===== config.mk =====
export PLATFORM = sky130hd
export DESIGN_NAME = hex_display_rx_flat
export DESIGN_NICKNAME = d
export VERILOG_FILES = /design/src/rtl/hex_display_rx_if.sv /design/src/rtl/hex_display_rx.sv /design/src/flat_wrapper.sv
export SDC_FILE = /design/constraint.sdc
export NUM_CORES = 1
export LEC_CHECK = 0
export ABC_CLOCK_PERIOD_IN_PS = 7500
export BUFFER_PORTS_ARGS = -buffer_cell sky130_fd_sc_hd__buf_2
export CORE_MARGIN = 10
export CORE_UTILIZATION = 62
export CTS_CLUSTER_DIAMETER = 120
export CTS_CLUSTER_SIZE = 20
export DETAILED_ROUTE_END_ITERATION = 16
export PLACE_DENSITY = 0.84
export RECOVER_POWER = 50
export REMOVE_ABC_BUFFERS = 1
export SLEW_MARGIN = 20
export SYNTH_ARGS = -nofsm -noshare
export SYNTH_HDL_FRONTEND = slang
export SYNTH_SLANG_ARGS = --single-unit

===== constraint.sdc =====
create_clock -name clk -period 7.5 [get_ports clk]
set_clock_uncertainty 0.05 [all_clocks]
set_input_delay 1.875 -clock clk [delete_from_list [all_inputs] [get_ports clk]]
set_output_delay 1.875 -clock clk [all_outputs]
set_load 0.01 [all_outputs]

===== src/rtl/hex_display_rx_if.sv =====
// Bundle between a 4-digit multiplexed 7-segment driver and the receiver that
// decodes it back into a 16-bit word.
interface hex_display_rx_if;
    logic [3:0]  i_anodes;
    logic [7:0]  i_segments;
    logic [15:0] o_data;
    logic        o_valid;
    logic        o_err;
    logic [3:0]  o_mask;

    modport master (
        output i_anodes, i_segments,
        input  o_data, o_valid, o_err, o_mask
    );

    modport slave (
        input  i_anodes, i_segments,
        output o_data, o_valid, o_err, o_mask
    );
endinterface


===== src/rtl/hex_display_rx.sv =====
// Receiver for a multiplexed 4-digit 7-segment bus: waits for each digit to
// settle, decodes it to a nibble and publishes the word once all four are seen.

// One digit slot: shadow nibble plus its "captured this frame" flag.
module hex_display_rx_digit (
    input  logic       clk,
    input  logic       rst_n,
    input  logic       wr_i,
    input  logic       clr_i,
    input  logic [3:0] nib_i,
    output logic [3:0] nxt_o,
    output logic       cap_o
);
    logic [3:0] nib_q;
    logic       cap_q;

    always_ff @(posedge clk or negedge rst_n) begin
        if (!rst_n) begin
            nib_q <= 4'h0;
            cap_q <= 1'b0;
        end else begin
            if (wr_i) nib_q <= nib_i;
            if (clr_i)     cap_q <= 1'b0;
            else if (wr_i) cap_q <= 1'b1;
        end
    end

    // Shadow value including a write happening this cycle, so the frame that
    // completes on this write publishes the fresh nibble.
    assign nxt_o = wr_i ? nib_i : nib_q;
    assign cap_o = cap_q;
endmodule

module hex_display_rx #(
    parameter int unsigned SETTLE_CYCLES = 4
) (
    input logic             clk,
    input logic             rst_n,
    hex_display_rx_if.slave bus
);
    localparam logic [7:0] CNT_MAX = 8'(SETTLE_CYCLES - 1);

    typedef enum logic [1:0] {IDLE, SETTLE, HOLD} state_e;

    typedef struct packed {
        logic       hit;
        logic [1:0] idx;
        logic [3:0] nib;
    } sample_t;

    function automatic logic [4:0] seg_decode(input logic [6:0] s);
        logic [4:0] r;
        r = 5'h00;
        case (s)
            7'b1111110: r = {1'b1, 4'h0};
            7'b0110000: r = {1'b1, 4'h1};
            7'b1101101: r = {1'b1, 4'h2};
            7'b1111001: r = {1'b1, 4'h3};
            7'b0110011: r = {1'b1, 4'h4};
            7'b1011011: r = {1'b1, 4'h5};
            7'b1011111: r = {1'b1, 4'h6};
            7'b1110000: r = {1'b1, 4'h7};
            7'b1111111: r = {1'b1, 4'h8};
            7'b1111011: r = {1'b1, 4'h9};
            7'b1110111: r = {1'b1, 4'hA};
            7'b0011111: r = {1'b1, 4'hB};
            7'b1001110: r = {1'b1, 4'hC};
            7'b0111101: r = {1'b1, 4'hD};
            7'b1001111: r = {1'b1, 4'hE};
            7'b1000111: r = {1'b1, 4'hF};
            default:    r = 5'h00;
        endcase
        return r;
    endfunction

    state_e      state_q, state_d;
    logic [7:0]  cnt_q, cnt_d;
    logic [3:0]  an_q;
    logic [7:0]  seg_q;
    logic [15:0] data_q, data_d;
    logic        valid_q, err_q;

    logic        blank, an_chg, stable, do_sample;
    logic        wr, full;
    logic [4:0]  dec;
    sample_t     smp;
    logic [3:0]  cap;
    logic [3:0][3:0] nib_nxt;

    assign blank  = (bus.i_anodes == 4'b1111);
    assign an_chg = (bus.i_anodes != an_q);
    assign stable = !an_chg && (bus.i_segments == seg_q);

    always_ff @(posedge clk or negedge rst_n) begin
        if (!rst_n) begin
            state_q <= IDLE;
            cnt_q   <= 8'h00;
            an_q    <= 4'h0;
            seg_q   <= 8'h00;
        end else begin
            state_q <= state_d;
            cnt_q   <= cnt_d;
            an_q    <= bus.i_anodes;
            seg_q   <= bus.i_segments;
        end
    end

    always_comb begin
        state_d   = state_q;
        cnt_d     = cnt_q;
        do_sample = 1'b0;
        case (state_q)
            IDLE: begin
                cnt_d = 8'h00;
                if (!blank) state_d = SETTLE;
            end
            SETTLE: begin
                if (blank) begin
                    state_d = IDLE;
                    cnt_d   = 8'h00;
                end else if (!stable) begin
                    cnt_d = 8'h00;
                end else if (cnt_q == CNT_MAX) begin
                    do_sample = 1'b1;
                    state_d   = HOLD;
                    cnt_d     = 8'h00;
                end else begin
                    cnt_d = cnt_q + 8'h01;
                end
            end
            HOLD: begin
                // Only an anode change ends the hold; segment wiggles are ignored.
                if (an_chg) begin
                    state_d = blank ? IDLE : SETTLE;
                    cnt_d   = 8'h00;
                end
            end
            default: begin
                state_d = IDLE;
                cnt_d   = 8'h00;
            end
        endcase
    end

    always_comb begin
        smp     = '0;
        dec     = seg_decode(bus.i_segments[7:1]);
        smp.nib = dec[3:0];
        case (bus.i_anodes)
            4'b1110: begin smp.idx = 2'd0; smp.hit = dec[4]; end
            4'b1101: begin smp.idx = 2'd1; smp.hit = dec[4]; end
            4'b1011: begin smp.idx = 2'd2; smp.hit = dec[4]; end
            4'b0111: begin smp.idx = 2'd3; smp.hit = dec[4]; end
            default: smp.hit = 1'b0;
        endcase
    end

    assign wr   = do_sample && smp.hit;
    assign full = wr && ((cap | (4'b0001 << smp.idx)) == 4'b1111);

    for (genvar k = 0; k < 4; k++) begin : g_dig
        hex_display_rx_digit u_dig (
            .clk   (clk),
            .rst_n (rst_n),
            .wr_i  (wr && (smp.idx == 2'(k))),
            .clr_i (full),
            .nib_i (smp.nib),
            .nxt_o (nib_nxt[k]),
            .cap_o (cap[k])
        );
    end

    assign data_d = full ? nib_nxt : data_q;

    always_ff @(posedge clk or negedge rst_n) begin
        if (!rst_n) begin
            data_q  <= 16'h0000;
            valid_q <= 1'b0;
            err_q   <= 1'b0;
        end else begin
            data_q  <= data_d;
            valid_q <= full;
            err_q   <= do_sample && !smp.hit;
        end
    end

    assign bus.o_data  = data_q;
    assign bus.o_valid = valid_q;
    assign bus.o_err   = err_q;
    assign bus.o_mask  = cap;
endmodule


===== src/flat_wrapper.sv =====
// flat-port wrapper written by rule: the top's interface ports become plain ports
module hex_display_rx_flat 
#(
    parameter int unsigned SETTLE_CYCLES = 4
)
  (clk, rst_n, bus_i_anodes, bus_i_segments, bus_o_data, bus_o_valid, bus_o_err, bus_o_mask);
  hex_display_rx_if bus_i ();
  input logic clk;
  input logic rst_n;
  input wire logic [$bits(bus_i.i_anodes)-1:0] bus_i_anodes;
  input wire logic [$bits(bus_i.i_segments)-1:0] bus_i_segments;
  output wire logic [$bits(bus_i.o_data)-1:0] bus_o_data;
  output wire logic [$bits(bus_i.o_valid)-1:0] bus_o_valid;
  output wire logic [$bits(bus_i.o_err)-1:0] bus_o_err;
  output wire logic [$bits(bus_i.o_mask)-1:0] bus_o_mask;
  assign bus_i.i_anodes = bus_i_anodes;
  assign bus_i.i_segments = bus_i_segments;
  assign bus_o_data = bus_i.o_data;
  assign bus_o_valid = bus_i.o_valid;
  assign bus_o_err = bus_i.o_err;
  assign bus_o_mask = bus_i.o_mask;
  hex_display_rx #(.SETTLE_CYCLES(SETTLE_CYCLES)) u_core (.clk(clk), .rst_n(rst_n), .bus(bus_i));
endmodule

==> impl_metrics.toml, run 1 <==
[placement]
gp_congestion = 0.882
port_buffers = 35
place.detailed.hpwl_mm = 4.54
dp_slack_ns = 2.60

[critical_path]
worstPathRequired_ns = 7.68
crit_top_cell = "mux2_2"
cp.arrival_ns = 5.05
crit_family = "simple AND/OR/NAND/NOR gates"
cp_cell_sequence = "clkbuf_1 > mux2_2 > a221oi_1 > nand3_1 > nand2_1 > or3_1 > mux2_2"
setup.worst_path.class = "in2reg"
critPathSlowestCell = "or3_1"
slowest_delay_ns = 0.73
path_buf_inv = 1
endpoint_kind = "flip-flop"
start_kind = "primary input"
path_max_fanout = 20

[timing]
hold_viol = 0
fin_crit_sh_pct = 64.9
fin_ws_ns = 2.64
tightestPinTransition_ns = 3.11
setup_tns_ns = 0
fin_crit_ns = 4.86
rsz0062_at_grt = "no"
max_freq_mhz = 206
slew_headroom_pct = -107
setup_viol = 0
drv_slew = 61

[route]
firstDrtPassIters = 4
route.detailed.drc = 0
routed_wl_mm = 6.96
drtAntennaViolNets = 0
post_drt_wl_per_cell_um = 18.0
avgViaCountPerCell = 5.93
num_vias = 2288
drt-initial-drc-count = 250

[yosys]
ys_types = 54
yosysTopAreaCell = "dfrtp_1"
seq_area_frac_synth_pct = 48.5
synth_common_cells = "60 x dfrtp_1, 28 x a21oi_1, 24 x nand2_1"
dominantRegCellSynth = "dfrtp_1"
ys_ff_latch = 60
synth_top_area_share_pct = 48.5
yosys-top-cells-area = "dfrtp_1 49%, mux2_4 4.9%, a21oi_1 4.5%, nand2_1 2.9%, mux2_2 2.5%"
synth-async-reset-ratio_pct = 100
yosysMostFrequentCell = "dfrtp_1"
postSynthAreaPerCell_um2 = 10.8
synth_area_mm2 = 0.00309
yosysWarnings = 0
synth_edf_count = 0
synth_cells = 287

[power_and_ir_drop]
cellLeakagePower_uw = 0.00159
p_per_area_mw_per_mm2 = 208
power_frac_seq_pct = 46.3
vdd_drop_max_mv = 0.162
switchingPower_uw = 180
p_int_uw = 530
clock_power_share_pct = 46.9
combPwrFrac_pct = 6.8
swShare_pct = 25.3

[clocking]
clock-sinks = 60
htree_levels = 3
clkTransAtPathRegs_ns = 0.07
insertion_delay_ns = 0.35
tritoncts = "yes"
post_cts.resized_instances = 0
clk_path_buf_depth = 2
cts_root_buf = "clkbuf_8"
cts_setup_buffers = 0
cts_buffers = 9
cts_hold_buf = 0

[cells_and_area]
final-seq-area_mm2 = 0.00150
drive_gt1_share_pct = 20.4
nets = 329
multi_input_area_mm2 = 0.00142
syn_to_final_growth_pct = 10.4
fill_cells = 337
antenna_cells = 0

[run]
max_cap_violations = 1

[global_route]
grt_antenna_before_repair = 0
top_usage_layer = "met2"
use_met2_pct = 30.0
grt_pass1_wl_mm = 11.6
grt_max_degree = 61
use_met1_pct = 19.3
overflow = 0
track_usage_pct = 17.3
met3_usage_pct = 5.07
grt_pass1_vias = 2301

[floorplanning]
start_util_pct = 64.6
die_height_um = 90.6
pin_count = 36
core-area_mm2 = 0.00479
die_w_um = 90.6
num_rows = 25
die_area_mm2 = 0.00821

[run_status]
outcome = "finished, violations left"
violations = "capacitance limit, slew limit"

[worst_hold_path]
hp-class = "reg2reg"
## through the flow
| step | hold slack [ns] | area (µm²) | std cells | util (%) | power (µW) |
|---|---|---|---|---|---|
| floorplan | 0.425 | 2940 | 267 | - | 359 |
| global placement | 0.434 | 3210 | 370 | 67.0 | 382 |
| detailed placement | 0.437 | 3210 | 370 | 67.0 | 383 |
| CTS | 0.453 | 3430 | 386 | 71.6 | 713 |
| global route | 0.480 | 3410 | 386 | 71.3 | 733 |
| finish | 0.452 | 3410 | 386 | 71.3 | 710 |
## power groups by stage
stage | Sequential, µW | Combinational (µW) | Clock [µW]
detailed placement | 335 | 48.4 | 0
global placement | 335 | 47.3 | 0
finish | 329 | 48.1 | 333
floorplan | 335 | 24.9 | 0
global route | 329 | 53.3 | 351
CTS | 329 | 49.1 | 336
## area by class of cell
type                    instances  share of cell area (%)
multi-input cells             201                    41.6
clock inverters                 7                    2.89
clock buffers                   9                    3.63
inverters                       6                   0.660
well taps                      67                    2.46
flip-flops and latches         60                    44.0
repair buffers                 36                    4.80
## cells by family after synthesis
family | after synthesis | synth area share (%)
AO/OA/AOI/OAI | 60 | 11.8
AND/OR/NAND/NOR | 105 | 20.8
adder cells (fa/ha/maj) | 1 | 0.404
XOR/XNOR | 17 | 5.06
buffers and inverters | 26 | 5.70
multiplexers | 18 | 7.73
flip-flops | 60 | 48.5
## state kept, by name, indices dropped and copies added, names as in the netlist
name / cells
u_core.an_q: 4
u_core.bus.o_data: 16
u_core.bus.o_err: 1
u_core.bus.o_valid: 1
u_core.cnt_q: 8
u_core.g_dig.u_dig.cap_o: 4
u_core.g_dig.u_dig.nib_q: 16
u_core.seg_q: 8
u_core.state_q: 2
## final timing paths
| kind | start | to | slack, ns | depth (start not counted) |
|---|---|---|---|---|
| worst max-delay path | bus_i_segments[5] | u_core.bus.o_data[1]$_DFFE_PN0P_ | 2.64 | 7 |
| worst min-delay path | u_core.bus.o_data[2]$_DFFE_PN0P_ | u_core.bus.o_data[2]$_DFFE_PN0P_ | 0.45 | 1 |
| worst max register to register | u_core.cnt_q[0]$_DFFE_PN0N_ | u_core.bus.o_data[12]$_DFFE_PN0P_ | 4.67 | 6 |
| worst min register to register | u_core.bus.o_data[2]$_DFFE_PN0P_ | u_core.bus.o_data[2]$_DFFE_PN0P_ | 0.45 | 1 |
| max in group asynchronous | rst_n | u_core.g_dig[1].u_dig.nib_q[3]$_DFF_PN0_ | 3.06 | 2 |
| min in group asynchronous | rst_n | u_core.seg_q[6]$_DFF_PN0_ | 2.60 | 2 |
## metal layers
layer  up-vias  wire length [µm]  part of all wire (%)
li1       1071                 -                     -
met1      1121              2820                    41
met4         0               154                   2.2
met5         -                 0                     0
met2        82              3580                    52
met3        14               395                   5.7
## cells in the final DEF (no fill, tap or decap), drive strengths merged, types with 2 or more instances in the layout
| cell type | netlist | routed |
|---|---|---|
| dfrtp | 60 | 60 |
| a21oi | 28 | 28 |
| nand2 | 24 | 24 |
| buf | 16 | 23 |
| clkbuf | 4 | 22 |
| mux2 | 17 | 17 |
| nor2 | 16 | 16 |
| o21ai | 13 | 13 |
| nand3 | 11 | 11 |
| xor2 | 10 | 10 |
| inv | 6 | 8 |
| nor4 | 8 | 8 |
| xnor2 | 7 | 7 |
| nand2b | 7 | 7 |
| nor3 | 7 | 7 |
| and2 | 4 | 4 |
| nor3b | 4 | 4 |
| nand4b | 3 | 3 |
| and4 | 3 | 3 |
| nor2b | 3 | 3 |
| or3 | 3 | 3 |
| nand4 | 3 | 3 |
| a2bb2oi | 3 | 3 |
| nand3b | 2 | 2 |
| a31oi | 2 | 2 |
| o211ai | 2 | 2 |
| and3 | 2 | 2 |
| bufinv | 0 | 2 |
| clkinv | 0 | 2 |
Note: power is estimated with default switching activity, not from simulation.
==> run 2: changes to the inputs <==
--- a/config.mk
+++ b/config.mk
@@ -5,14 +5,14 @@
 export SDC_FILE = /design/constraint.sdc
 export NUM_CORES = 1
 export LEC_CHECK = 0
-export ABC_CLOCK_PERIOD_IN_PS = 7500
+export ABC_CLOCK_PERIOD_IN_PS = 4830
 export BUFFER_PORTS_ARGS = -buffer_cell sky130_fd_sc_hd__buf_2
 export CORE_MARGIN = 10
-export CORE_UTILIZATION = 62
+export CORE_UTILIZATION = 58
 export CTS_CLUSTER_DIAMETER = 120
 export CTS_CLUSTER_SIZE = 20
 export DETAILED_ROUTE_END_ITERATION = 16
-export PLACE_DENSITY = 0.84
+export PLACE_DENSITY = 0.79
 export RECOVER_POWER = 50
 export REMOVE_ABC_BUFFERS = 1
 export SLEW_MARGIN = 20
==> constraint.sdc (replaced) <==
create_clock -name clk -period 4.83 [get_ports clk]
set_clock_uncertainty 0.05 [all_clocks]
set_input_delay 1.2075 -clock clk [delete_from_list [all_inputs] [get_ports clk]]
set_output_delay 1.2075 -clock clk [all_outputs]
set_load 0.01 [all_outputs]
==> impl_metrics.toml, run 2 (synthesized netlist as in run 1, its figures left out) <==
[timing]
tightestPinTransition_ns = 1.63
fin_crit_ns = 3.56
whs_ns = 0.450
setup_viol = 0
max_freq_mhz = 281
fin_crit_sh_pct = 73.7
fin_ws_ns = 1.27
setup_tns_ns = 0
drv_slew = 63
rsz0062_at_grt = "no"
hold_viol = 0
slew_headroom_pct = -8.86

[critical_path]
path_max_fanout = 16
setup.worst_path.class = "in2reg"
start_kind = "primary input"
worstPathRequired_ns = 4.99
endpoint_kind = "flip-flop"
rrSetupSlack_ns = 2.06
cp.arrival_ns = 3.73

[power_and_ir_drop]
cellLeakagePower_uw = 0.00159
switchingPower_uw = 244
vdd_drop_max_mv = 0.176
swShare_pct = 23.5
combPwrFrac_pct = 7.1
clock_power_share_pct = 43.7
p_int_uw = 795
p_per_area_mw_per_mm2 = 305
power_frac_seq_pct = 49.1
power_uw = 1040

[global_route]
grt_max_degree = 32
use_met2_pct = 24.5
met3_usage_pct = 4.80
grt_pass1_wl_mm = 10.7
grt_pass1_vias = 2306
track_usage_pct = 15.2
overflow = 0
grt_antenna_before_repair = 0
top_usage_layer = "met2"
use_met1_pct = 18.4

[clocking]
cts_root_buf = "clkbuf_8"
htree_levels = 3
tritoncts = "yes"
clkTransAtPathRegs_ns = 0.06
cts_buffers = 9
post_cts.resized_instances = 0
cts_setup_buffers = 0
insertion_delay_ns = 0.33
clock-sinks = 60
clk_path_buf_depth = 2
cts_hold_buf = 0

[run_status]
violations = "capacitance limit, slew limit"
outcome = "finished, violations left"

[route]
firstDrtPassIters = 4
routed_wl_mm = 6.08
drtAntennaViolNets = 0
route.detailed.drc = 0
avgViaCountPerCell = 5.63
post_drt_wl_per_cell_um = 15.5
num_vias = 2202
drt-initial-drc-count = 135

[floorplanning]
start_util_pct = 60.2
die_w_um = 93.0
num_rows = 26
die_height_um = 93.0
die_area_mm2 = 0.00865
core-area_mm2 = 0.00514
pin_count = 36

[cells_and_area]
stdcell_area_mm2 = 0.00341
most-common-layout-cells = "60 x dfrtp_1, 28 x a21oi_1, 24 x nand2_1"
drive_gt1_share_pct = 19.9
mostFrequentLayoutCell = "dfrtp_1"
syn_to_final_growth_pct = 10.2
fill_cells = 432
antenna_cells = 0
nets = 331

[placement]
dp_slack_ns = 1.15
gp_congestion = 0.823
place.detailed.hpwl_mm = 4.39
place_area_mm2 = 0.00322
port_buffers = 35

[worst_hold_path]
hp-class = "reg2reg"

[run]
max_cap_violations = 2
[run 2: through the flow]
step,util [%],std cells
floorplan,-,267
global placement,62.7,375
detailed placement,62.7,375
CTS,66.7,391
global route,66.3,391
finish,66.3,391
[run 2: worst paths after layout]
path,cells after the start,endpoint,from
min in group asynchronous,1,u_core.seg_q[5]$_DFF_PN0_,rst_n
max in group asynchronous,2,u_core.seg_q[0]$_DFF_PN0_,rst_n
min,1,u_core.bus.o_data[0]$_DFFE_PN0P_,u_core.bus.o_data[0]$_DFFE_PN0P_
max,7,u_core.bus.o_data[1]$_DFFE_PN0P_,bus_i_segments[5]
max reg2reg,6,u_core.bus.o_data[11]$_DFFE_PN0P_,u_core.cnt_q[0]$_DFFE_PN0N_
min reg2reg,1,u_core.bus.o_data[0]$_DFFE_PN0P_,u_core.bus.o_data[0]$_DFFE_PN0P_
[run 2: power by group through the flow]
| stage | combinational, µW | clock, µW | sequential, µW |
|---|---|---|---|
| after global placement | 75.4 | 0 | 520 |
| after floorplan | 38.7 | 0 | 520 |
| after global routing | 84.6 | 491 | 510 |
| final | 74.3 | 454 | 511 |
| after detailed placement | 77.0 | 0 | 520 |
| after CTS | 77.3 | 466 | 510 |
[run 2: critical path, stage by stage]
cell	delay, ns
clkbuf_1	0.42
mux2_2	0.40
a221oi_1	0.35
nand3_1	0.15
nand2_1	0.10
or3_1	0.67
mux2_2	0.42
[run 2: layout make-up]
type                    count  area [µm²]  area share (%)
well taps                  70        87.6            2.57
flip-flops and latches     60        1500            44.1
repair buffers             38         178            5.21
clock buffers              12         155            4.55
inverters                   6        22.5           0.661
clock inverters             4        47.5            1.40
multi-input cells         201        1420            41.5
[run 2: routing by layer]
| layer | share of wire, % | vias up | wire, µm |
|---|---|---|---|
| met5 | 0 | - | 0 |
| met4 | 1.3 | 0 | 82 |
| met3 | 5.0 | 8 | 301 |
| met2 | 49 | 50 | 2990 |
| met1 | 44 | 1067 | 2700 |
| li1 | - | 1077 | - |
